### config.mk
export PLATFORM = sky130hd
export DESIGN_NAME = ofd_pat_gen
export DESIGN_NICKNAME = d
export VERILOG_FILES = /design/src/rtl/ofd_pat_pkg.sv /design/src/rtl/ofd_pat_step.sv /design/src/rtl/ofd_pat_gen.sv
export SDC_FILE = /design/constraint.sdc
export NUM_CORES = 1
export LEC_CHECK = 0
export BUFFER_PORTS_ARGS = -buffer_cell sky130_fd_sc_hd__buf_2
export CORE_ASPECT_RATIO = 0.7
export CORE_MARGIN = 2
export CORE_UTILIZATION = 50
export CTS_CLUSTER_DIAMETER = 50
export CTS_CLUSTER_SIZE = 40
export DETAILED_ROUTE_END_ITERATION = 7
export PLACE_DENSITY = 0.8
export SLEW_MARGIN = 15
export SYNTH_ARGS = -nofsm -noshare
export SYNTH_HDL_FRONTEND = slang
export SYNTH_SLANG_ARGS = --single-unit
### constraint.sdc
create_clock -name CK -period 2.7 [get_ports CK]
set_input_delay 0.27 -clock CK [delete_from_list [all_inputs] [get_ports CK]]
set_output_delay 0.27 -clock CK [all_outputs]
set_load 0.005 [all_outputs]
### src/rtl/ofd_pat_pkg.sv
// Shared types and defaults for the pad test-pattern generator.
// Holds pattern width, length-counter width, PRBS taps, mode codes and FSM states.
package ofd_pat_pkg;

  localparam int PAT_W    = 5;
  localparam int PAT_LENW = 8;
  // x^5 + x^3 + 1
  localparam logic [PAT_W-1:0] PAT_TAPS = 5'b10100;

  typedef enum logic [1:0] {
    MODE_CNT    = 2'b00,
    MODE_WALK   = 2'b01,
    MODE_PRBS   = 2'b10,
    MODE_STATIC = 2'b11
  } mode_t;

  typedef logic [1:0] state_t;
  localparam state_t ST_IDLE = 2'd0;
  localparam state_t ST_RUN  = 2'd1;
  localparam state_t ST_FIN  = 2'd2;

endpackage

### src/rtl/ofd_pat_step.sv
// Next-word rule for each pattern mode; purely combinational, no latency.
// No flow control: the caller decides when to register the result.
module ofd_pat_step
  import ofd_pat_pkg::*;
#(
  parameter int             W    = PAT_W,
  parameter logic [W-1:0]   TAPS = PAT_TAPS
) (
  input  mode_t          mode,
  input  logic [W-1:0]   q,
  output logic [W-1:0]   nxt
);

  always_comb begin
    nxt = q;
    case (mode)
      MODE_CNT:  nxt = q + 1'b1;
      MODE_WALK: nxt = {q[W-2:0], q[W-1]};
      MODE_PRBS: nxt = {q[W-2:0], ^(q & TAPS)};
      default:   nxt = q;
    endcase
  end

endmodule

### src/rtl/ofd_pat_gen.sv
// Burst pattern generator feeding the pad FF bank; one register stage, outputs registered.
// No backpressure: a burst runs to completion unless STOP aborts it.
module ofd_pat_gen
  import ofd_pat_pkg::*;
#(
  parameter int           W    = PAT_W,
  parameter int           LENW = PAT_LENW,
  parameter logic [W-1:0] TAPS = PAT_TAPS
) (
  input  logic            CK,
  input  logic            RN,
  input  logic            START,
  input  logic            STOP,
  input  logic [1:0]      MODE,
  input  logic [W-1:0]    SEED,
  input  logic [LENW-1:0] LEN,
  output logic [W-1:0]    PAT,
  output logic            VALID,
  output logic            BUSY,
  output logic            DONE
);

  state_t          state;
  mode_t           mode_r;
  logic [LENW-1:0] cnt;
  logic [W-1:0]    pat_q;
  logic            valid_q;
  logic            busy_q;
  logic            done_q;
  logic [W-1:0]    init_word;
  logic [W-1:0]    step_word;

  // An all-zero PRBS seed would lock the LFSR, so it is replaced by all-ones.
  always_comb begin
    init_word = SEED;
    case (mode_t'(MODE))
      MODE_WALK: init_word = {{(W-1){1'b0}}, 1'b1};
      MODE_PRBS: if (SEED == '0) init_word = '1;
      default:   init_word = SEED;
    endcase
  end

  ofd_pat_step #(
    .W    (W),
    .TAPS (TAPS)
  ) u_step (
    .mode (mode_r),
    .q    (pat_q),
    .nxt  (step_word)
  );

  always_ff @(posedge CK or negedge RN) begin
    if (!RN) begin
      state   <= ST_IDLE;
      mode_r  <= MODE_CNT;
      cnt     <= '0;
      pat_q   <= '0;
      valid_q <= 1'b0;
      busy_q  <= 1'b0;
      done_q  <= 1'b0;
    end else begin
      case (state)
        ST_IDLE: begin
          done_q <= 1'b0;
          if (START && !STOP) begin
            state   <= ST_RUN;
            mode_r  <= mode_t'(MODE);
            cnt     <= LEN - 1'b1;
            pat_q   <= init_word;
            valid_q <= 1'b1;
            busy_q  <= 1'b1;
          end
        end
        ST_RUN: begin
          // cnt counts words still to come after the one on PAT now.
          if (STOP) begin
            state   <= ST_IDLE;
            pat_q   <= '0;
            valid_q <= 1'b0;
            busy_q  <= 1'b0;
          end else if (cnt == '0) begin
            state   <= ST_FIN;
            pat_q   <= '0;
            valid_q <= 1'b0;
            busy_q  <= 1'b0;
            done_q  <= 1'b1;
          end else begin
            pat_q <= step_word;
            cnt   <= cnt - 1'b1;
          end
        end
        ST_FIN: begin
          done_q <= 1'b0;
          state  <= ST_IDLE;
        end
        default: begin
          state   <= ST_IDLE;
          pat_q   <= '0;
          valid_q <= 1'b0;
          busy_q  <= 1'b0;
          done_q  <= 1'b0;
        end
      endcase
    end
  end

  assign PAT   = pat_q;
  assign VALID = valid_q;
  assign BUSY  = busy_q;
  assign DONE  = done_q;

endmodule

==> metrics.txt, run 1 <==
via count=1448; minimum clock period=2.54 ns; CP Launch Type=flip-flop; FP Rows=16; postcts setup bufs=0; PwrDens=593 nW/um2; Worst-Skew Late Latency=0.26 ns; Post-Syn Area=1460 um2; Worst Path Buf+Inv=2; CP max-delay cell=or4b_4; CTS clk-pin slew, worst paths=0.08 ns; Port-buffer cells=26; vias in the first global route=1323; Core ar.=2780 um2; CTS tree=yes; Seq/Total Area, Yosys=32.5%; largest net degree at the start of global routing=20; worst-path fanout max=16; Starting Density=52.6%; crit path kind=reg -> reg; Data arrival, critical path=2.72 ns; multi-input logic area=903 um2; Design Power=0.989 mW; period utilization=93.9%; final hold violation count=0; Hold WC Path Type=in -> reg; drt wl/cell=14.9 um; DR iter-0 viols=100; clock sinks=19; CTS H-tree depth=1; Leak=0.782 nW; antenna-violating nets left=0; number of fill cells=242; proportion of layout cells with a drive suffix above 1=18.8%; xor/xnor share of the synthesized area=1.80%; Max Cap Viol=0; final setup skew=0.00676 ns; worst hold margin=0.240 ns; DIE AREA=3380 um2; status=finished, final reports clean; post-synthesis compound-gate area fraction=26.3%; Post-Syn Instances=175; #FFs+latches synth=19; Hold Buf Count CTS=1; Final nets=230; initial antenna violation count=0; mux share of post-synthesis cell area=7.36%; pre-CTS setup slack=0.224 ns; Die W=68.6 um; GR Overflow Total=0; Slew Limit Fails=0; final wirelength=3550 um; I/O Pins=27; placed cell count=233; Slew headroom=46.5%; syn nets=202; CTS buffer count=3; Core Util, Final=60.0%; Layout area overhead=14.1%; Crit path max-delay family=simple AND/OR/NAND/NOR gates; post-synthesis simple-gate area fraction=19.5%; worst-case clock buffer depth=2; post-CTS sizing=0; Syn Area/Cell=8.36 um2; clk root buf=clkbuf_8; fin worst setup slack=0.164 ns; main combinational cell family by area after synthesis=compound AO/OA/AOI/OAI gates; # DRC=0; Finished Layout Cells=238; Antenna diodes=0; Netlist cell types=45; final setup TNS=0 ns; Post-DP HPWL=2780 um; Setup crit end kind=flip-flop; first-pass detailed-route iteration total=4; crit-path cells=nand2b_1 > buf_4 > mux2i_1 > ha_1 > inv_1 > or4b_4 > mux2_4 > a211oi_2; Reg area=475 um2; gpl congestion=0.930; GRT Total Usage=23.1%; measured slew at the worst slew-check pin=0.798 ns; Design Area, Final=1670 um2; post-place instance area=1610 um2; maximum VDD drop=333 uV; CP peak stage delay=0.55 ns; first-pass GRT wire length=5900 um; most frequent cells in the layout=nor2_1 (26), buf_2 (26), dfrtp_1 (19); RSZ-0062 raised after global routing=no; WP data required=2.88 ns; Die Height=49.3 um; post-synthesis adder-cell area fraction=6.84%; vias per cell=6.08; Max Fclk=394 MHz; Final Setup Violations=0; synth warn=0
sequential cells by signal, indices dropped and copies added (netlist names):
name	flops
cnt	8
PAT	5
mode_r	2
state	2
BUSY	1
DONE	1
kinds of logic (layout without fill, tap and decap cells):
| group | count (synthesis) | after routing |
|---|---|---|
| and+or+nand+nor | 61 | 61 |
| AOI/OAI and AO/OA | 56 | 56 |
| DFF | 19 | 19 |
| buffers and inverters | 18 | 45 |
| muxes | 10 | 10 |
| adders and majority gates | 8 | 8 |
| xor gates and xnor gates | 3 | 3 |
path summary, 6_finish.rpt:
kind	slack, ns	cells past startpoint	from	endpoint
setup / recovery	0.16	8	state[0]	cnt[6]
hold / removal	0.24	2	STOP	state[1]
setup reg to reg	0.16	8	state[0]	cnt[6]
hold reg to reg	0.52	2	DONE	DONE
max in group asynchronous	1.88	2	RN	cnt[2]
min in group asynchronous	0.50	2	RN	state[1]
power breakdown:
part	switching (mW)	total, mW	internal [mW]
Clock	0.0971	0.202	0.105
Combinational	0.196	0.363	0.166
Sequential	0.0823	0.424	0.342
area by class of cell:
cell class                 instances  area share (%)
tap                               36            2.70
sequential                        19            28.5
inverter                          12            2.70
clock buffer                       4            2.70
multi-input combinational        138            54.1
timing repair buffer              29            9.30
metal layers:
| layer | part of all wire, % | GRT usage [%] |
|---|---|---|
| met4 | 1.9 | 8.00 |
| met5 | 0 | 0 |
| met3 | 6.3 | 5.54 |
| met2 | 45 | 34.5 |
| met1 | 47 | 32.4 |
cells in the mapped netlist, drive strengths merged:
| cell | instances | area (um2) |
|---|---|---|
| mux2i | 7 | 70.1 |
| buf | 5 | 35.0 |
| a32oi | 2 | 17.5 |
| dfrtp | 19 | 475 |
| nand2 | 16 | 60.1 |
| a32o | 2 | 20.0 |
| or4 | 1 | 7.51 |
| o21ai | 13 | 65.1 |
| a211oi | 3 | 27.5 |
| clkbuf | 1 | 3.75 |
| nand2b | 2 | 12.5 |
| o22a | 4 | 35.0 |
| or3b | 1 | 8.76 |
| a21oi | 10 | 50.1 |
| nand3 | 3 | 15.0 |
| a22oi | 1 | 7.51 |
| or4b | 1 | 13.8 |
| ha | 8 | 100 |
| o22ai | 3 | 18.8 |
| inv | 12 | 45.0 |
| xnor2 | 1 | 8.76 |
| o31ai | 3 | 22.5 |
| o21a | 4 | 30.0 |
| nor2 | 26 | 97.6 |
| nand4 | 1 | 6.26 |
| mux2 | 3 | 37.5 |
| a311oi | 1 | 8.76 |
| o21bai | 1 | 7.51 |
| and4 | 1 | 8.76 |
| nor3 | 6 | 35.0 |
| nor2b | 2 | 12.5 |
| a2bb2oi | 1 | 8.76 |
| a21boi | 1 | 7.51 |
| o221ai | 4 | 35.0 |
| a31oi | 1 | 6.26 |
| xor2 | 2 | 17.5 |
| a21o | 1 | 7.51 |
| a221oi | 1 | 8.76 |
| nor3b | 1 | 7.51 |
Power figures use the tool's default switching activity.
==> inputs of run 2 (changes only) <==
--- a/config.mk
+++ b/config.mk
@@ -6,13 +6,15 @@
 export NUM_CORES = 1
 export LEC_CHECK = 0
 export BUFFER_PORTS_ARGS = -buffer_cell sky130_fd_sc_hd__buf_2
+export CELL_PAD_IN_SITES_DETAIL_PLACEMENT = 1
+export CELL_PAD_IN_SITES_GLOBAL_PLACEMENT = 2
 export CORE_ASPECT_RATIO = 0.7
 export CORE_MARGIN = 2
-export CORE_UTILIZATION = 50
+export CORE_UTILIZATION = 29
 export CTS_CLUSTER_DIAMETER = 50
 export CTS_CLUSTER_SIZE = 40
 export DETAILED_ROUTE_END_ITERATION = 7
-export PLACE_DENSITY = 0.8
+export PLACE_DENSITY = 0.79
 export SLEW_MARGIN = 15
 export SYNTH_ARGS = -nofsm -noshare
 export SYNTH_HDL_FRONTEND = slang
==> run 2 against run 1 <==
- worst hold slack is essentially flat
- highest routed layer unchanged
- total power grew 1.1%
- critical path type unchanged
- worst setup slack gained 0.039 ns
- clock power grew 2%
- critical path depth is the same
==> metrics.txt, run 2 (same netlist as run 1, synthesis figures left out) <==
Worst-Skew Late Latency=0.26 ns (about the same); maximum VDD drop=186 uV (-44%); gpl congestion=0.770 (-17%); Max Cap Viol=0 (unchanged); Clk pwr share=20.6% (+0.2 points); Finished Layout Cells=272 (+14%); RSZ-0062 raised after global routing=no; CTS H-tree depth=1 (unchanged); proportion of layout cells with a drive suffix above 1=19.2% (+0.40 points); P_int=0.614 mW (about the same); Slew headroom=41.6% (-5.0 points); drt wl/cell=15.4 um (+3.1%); initial antenna violation count=0 (unchanged); crit path kind=reg -> reg; Die Height=63.4 um (+29%); final wirelength=4190 um (+18%); period utilization=92.5% (-1.5 points); largest net degree at the start of global routing=20 (unchanged); Post-DP HPWL=3280 um (+18%); M3 GR Usage=2.88% (-2.7 points); Max Fclk=400 MHz (+1.6%); Sw Pwr=0.386 mW (+2.7%); WP data required=2.88 ns (about the same); multi-input logic area=903 um2 (unchanged); final setup skew=0.00413 ns (-0.00263 ns); first-pass detailed-route iteration total=4 (unchanged); Core ar.=4810 um2 (+73%); fin worst setup slack=0.203 ns (+0.0394 ns); Hold WC Path Type=in -> reg; worst-path fanout max=6 (-10); Final Setup Violations=0 (unchanged); max reg flops=8 (unchanged); sequential power share=42.5% (-0.4 points); vias in the first global route=1378 (+4.2%); first-pass GRT wire length=6970 um (+18%); Setup crit end kind=flip-flop; met1 usage=24.6% (-7.8 points); Layout area overhead=17.5%; worst-case clock buffer depth=2 (unchanged); clk root buf=clkbuf_8; measured slew at the worst slew-check pin=0.873 ns (+0.0744 ns); DR iter-0 viols=55 (-45%); Final nets=231 (+0.43%); Antenna diodes=0 (unchanged); post-CTS sizing=0 (unchanged); CTS buffer count=3 (unchanged); vias per cell=5.07 (-17%); status=finished, final reports clean; CTS tree=yes; Die W=88.9 um (+29%); CTS clk-pin slew, worst paths=0.08 ns (about the same); Leak=0.787 nW (+0.64%); final setup TNS=0 ns (unchanged); Port-buffer cells=26 (unchanged); GR Overflow Total=0 (unchanged); CP Launch Type=flip-flop; final hold violation count=0 (unchanged); Slew Limit Fails=0 (unchanged); Data arrival, critical path=2.68 ns (-0.04 ns); Reg area=475 um2 (unchanged); GR Util met2=23.4% (-11 points); FP Rows=21 (+5); DIE AREA=5640 um2 (+67%); via count=1379 (-4.8%); Reg with most FFs=cnt; PwrDens=582 nW/um2 (-1.8%); most frequent cells in the layout=nor2_1 (26), buf_2 (26), dfrtp_1 (19); minimum clock period=2.50 ns (-0.0394 ns); most crowded layer after global routing=met1; Starting Density=30.4% (-22 points); clock sinks=19 (unchanged); # DRC=0 (unchanged); switch share=38.6% (+0.61 points); pre-CTS setup slack=0.243 ns (+0.0188 ns); antenna-violating nets left=0 (unchanged); Combinational Power Share=36.9% (+0.2 points); placed cell count=267 (+15%); I/O Pins=27 (unchanged); number of fill cells=591 (+140%); GRT Total Usage=16.0% (-7.2 points); postcts setup bufs=0 (unchanged)
[run 2: path summary, 6_finish.rpt]
kind                               start  endpoint  slack [ns]  cells past startpoint
worst max-delay path            state[1]    cnt[6]        0.20                      8
worst max register to register  state[1]    cnt[6]        0.20                      8
max in group asynchronous             RN    cnt[0]        1.87                      2
min in group asynchronous             RN    PAT[4]        0.50                      2
worst min-delay path                STOP  state[1]        0.24                      2
worst min register to register    cnt[1]    cnt[1]        0.51                      2
[run 2: final cells by class]
| type | instances | share of cell area (%) |
|---|---|---|
| well taps | 69 | 5.03 |
| inverters | 12 | 2.62 |
| repair buffers | 30 | 9.47 |
| clock buffers | 4 | 2.62 |
| flip-flops and latches | 19 | 27.7 |
| multi-input cells | 138 | 52.6 |
[run 2: power groups by stage]
stage	clock network, mW	registers (mW)	logic [mW]
after floorplan	0	0.405	0.266
after detailed placement	0	0.429	0.368
after global routing	0.229	0.439	0.419
after global placement	0	0.428	0.362
after CTS	0.216	0.424	0.370
final	0.206	0.425	0.369
[run 2: layer usage]
layer	share of wire (%)	up-vias
li1	-	694
met1	55	665
met2	42	18
met3	2.4	2
met4	0.65	0
met5	0	-
[run 2: worst max-delay path, stage by stage (launching register included)]
cell and delay, ns:
dfrtp_1 0.42, nand2b_1 0.22, mux2_2 0.40, inv_1 0.07
ha_1 0.20, inv_1 0.06, or4b_4 0.55, mux2_4 0.32
a211oi_2 0.18
[run 2: repair_timing]
item | in CTS | in global routing
endpoints found under the setup margin | 0 | 0
hold buffers | 1 | 0
endpoints found under the hold margin | 19 | 0
[run 2: through the flow]
step / cell area (um2) / total power [mW] / hold WS (ns) / util (%)
6_report: 1720 / 1.00 / 0.240 / 35.7
5_1_grt: 1720 / 1.09 / 0.237 / 35.7
4_1_cts: 1720 / 1.01 / 0.236 / 35.7
3_5_place_dp: 1660 / 0.797 / 0.258 / 34.6
3_3_place_gp: 1660 / 0.790 / 0.256 / 34.6
2_1_floorplan: 1460 / 0.671 / -0.0256 / -
==> inputs of run 3 (changes only) <==
--- a/config.mk
+++ b/config.mk
@@ -5,16 +5,16 @@
 export SDC_FILE = /design/constraint.sdc
 export NUM_CORES = 1
 export LEC_CHECK = 0
-export BUFFER_PORTS_ARGS = -buffer_cell sky130_fd_sc_hd__buf_2
+export BUFFER_PORTS_ARGS = -buffer_cell sky130_fd_sc_hd__clkbuf_2
 export CELL_PAD_IN_SITES_DETAIL_PLACEMENT = 1
 export CELL_PAD_IN_SITES_GLOBAL_PLACEMENT = 2
 export CORE_ASPECT_RATIO = 0.7
 export CORE_MARGIN = 2
-export CORE_UTILIZATION = 29
+export CORE_UTILIZATION = 35
 export CTS_CLUSTER_DIAMETER = 50
 export CTS_CLUSTER_SIZE = 40
 export DETAILED_ROUTE_END_ITERATION = 7
-export PLACE_DENSITY = 0.79
+export PLACE_DENSITY = 0.88
 export SLEW_MARGIN = 15
 export SYNTH_ARGS = -nofsm -noshare
 export SYNTH_HDL_FRONTEND = slang
==> constraint.sdc (replaced) <==
create_clock -name CK -period 2.95 [get_ports CK]
set_input_delay 0.295 -clock CK [delete_from_list [all_inputs] [get_ports CK]]
set_output_delay 0.295 -clock CK [all_outputs]
set_load 0.005 [all_outputs]
==> run 3 against run 2 <==
- maximum frequency is 2.6% lower
- global-route usage up 4.2 points
- core utilization increased by 6.8 points
- cell count shrank 6.6%
- critical path depth stayed put
- clock skew down 0.0018 ns
- combinational power is 8.1% lower
- the flow now finishes with violations (hold timing)
- count of clock-buffer cells in the layout is the same
- non-clock buffer count fell by 1
- routed wire length is 2.4% higher
- first-iteration DRC count grew 60%
- worst setup slack better by 0.18 ns
==> metrics.txt, run 3 (same netlist as run 1, synthesis figures left out) <==
# DRC=0 (unchanged); largest net degree at the start of global routing=20 (unchanged); worst-case clock buffer depth=2 (unchanged); measured slew at the worst slew-check pin=0.593 ns (-0.279 ns); Data arrival, critical path=2.75 ns (+0.07 ns); Max Cap Viol=0 (unchanged); final wirelength=4290 um (+2.4%); Antenna diodes=0 (unchanged); postcts setup bufs=0 (unchanged); worst-path fanout max=16 (+10); Port-buffer cells=26 (unchanged); Slew Limit Fails=0 (unchanged); Worst-Skew Late Latency=0.26 ns (about the same); status=complete, but fails checks; Die Height=58.1 um (-8.4%); CTS tree=yes; antenna-violating nets left=0 (unchanged); proportion of layout cells with a drive suffix above 1=19.3% (+0.095 points); GR Overflow Total=0 (unchanged); post-place instance area=1640 um2 (-1.3%); drt wl/cell=16.9 um (+9.6%); final setup skew=0.00236 ns (-0.00177 ns); Die W=81.3 um (-8.6%); DR iter-0 viols=88 (+60%); Max Fclk=390 MHz (-2.6%); period utilization=86.9% (-5.5 points); I/O Pins=27 (unchanged); WP data required=3.13 ns (+0.25 ns); register-to-register setup slack=0.39 ns (+0.18 ns); Reg-to-Reg End=cnt[6]; number of fill cells=491 (-17%); post-CTS sizing=0 (unchanged); CTS buffer count=3 (unchanged); Core ar.=3970 um2 (-17%); Layout area overhead=15.3%; clk root buf=clkbuf_8; CTS clk-pin slew, worst paths=0.07 ns (about the same); Hold WC Path Type=in -> async; final hold violation count=14 (+14); Slew headroom=60.0% (+18 points); R2R cell count=8 (unchanged); gpl congestion=0.850 (+10%); Reg with most FFs=cnt; RSZ-0062 raised after global routing=no; Design Area, Final=1690 um2 (-1.8%); GRT Total Usage=20.2% (+4.2 points); PwrDens=545 nW/um2 (-6.4%); first-pass detailed-route iteration total=4 (unchanged); Leak=0.788 nW (about the same); vias per cell=5.53 (+9.1%); Final nets=230 (-0.43%); R2R Path Start=state[0]; max reg flops=8 (unchanged); FP Rows=19 (-9.5%); first-pass GRT wire length=7230 um (+3.8%); clock sinks=19 (unchanged); initial antenna violation count=0 (unchanged); Post-DP HPWL=3380 um (+3.1%); DIE AREA=4720 um2 (-16%); crit path kind=reg -> reg; via count=1405 (+1.9%); maximum VDD drop=180 uV (-3.2%); minimum clock period=2.56 ns (+0.0677 ns); worst hold margin=-0.00470 ns (-0.245 ns); CTS H-tree depth=1 (unchanged); failing checks=hold timing; most frequent cells in the layout=nor2_1 (26), clkbuf_2 (26), dfrtp_1 (19); Setup crit end kind=flip-flop; Starting Density=36.8% (+6.4 points); final setup TNS=0 ns (unchanged); Final Setup Violations=0 (unchanged); Hold Buf Count CTS=0 (-1); vias in the first global route=1455 (+5.6%); CP Launch Type=flip-flop
run 3: critical path, cell delays in order, from the launching register on:
cell	delay, ns
dfrtp_1	0.50
nand2b_1	0.16
buf_4	0.24
mux2i_1	0.22
ha_1	0.24
inv_1	0.05
or4b_4	0.57
mux2_4	0.32
a211oi_2	0.18
run 3: worst max-delay path by stage:
| stage | start | end | slack, ns |
|---|---|---|---|
| after floorplan | state[0] | cnt[6] | 0.35 |
| after global placement | state[0] | cnt[6] | 0.52 |
| after detailed placement | state[0] | cnt[6] | 0.42 |
| after CTS | state[0] | cnt[6] | 0.39 |
| after global routing | state[0] | cnt[6] | 0.27 |
| final | state[0] | cnt[6] | 0.39 |
run 3: through the flow:
step	setup slack, ns	instances	util (%)	power [mW]	hold WS [ns]
floorplan	0.353	175	-	0.614	-0.000591
global placement	0.521	250	41.3	0.711	0.298
detailed placement	0.416	250	41.3	0.735	0.296
CTS	0.389	254	42.5	0.931	0.00904
global route	0.269	254	42.5	0.994	0.0220
finish	0.385	254	42.5	0.919	-0.00470
run 3: routing by layer:
layer / GRT usage (%) / up-vias / wire (um)
li1: - / 689 / -
met1: 30.0 / 691 / 2230
met2: 30.6 / 20 / 1910
met3: 2.80 / 5 / 103
met4: 5.81 / 0 / 50
met5: 0 / - / 0
run 3: cell type report:
class / instances / area, um2 / share of cell area [%]
timing repair buffer: 29 / 153 / 9.05
clock buffer: 4 / 45.0 / 2.67
inverter: 12 / 45.0 / 2.67
tap: 52 / 65.1 / 3.86
multi-input combinational: 138 / 903 / 53.6
sequential: 19 / 475 / 28.2
run 3: where the power goes:
part	total (mW)	leakage (nW)	switching, mW	internal [mW]
clock network	0.188	0.0228	0.0917	0.0963
logic	0.339	0.538	0.187	0.153
registers	0.391	0.228	0.0785	0.313
total	0.919	0.788	0.357	0.562
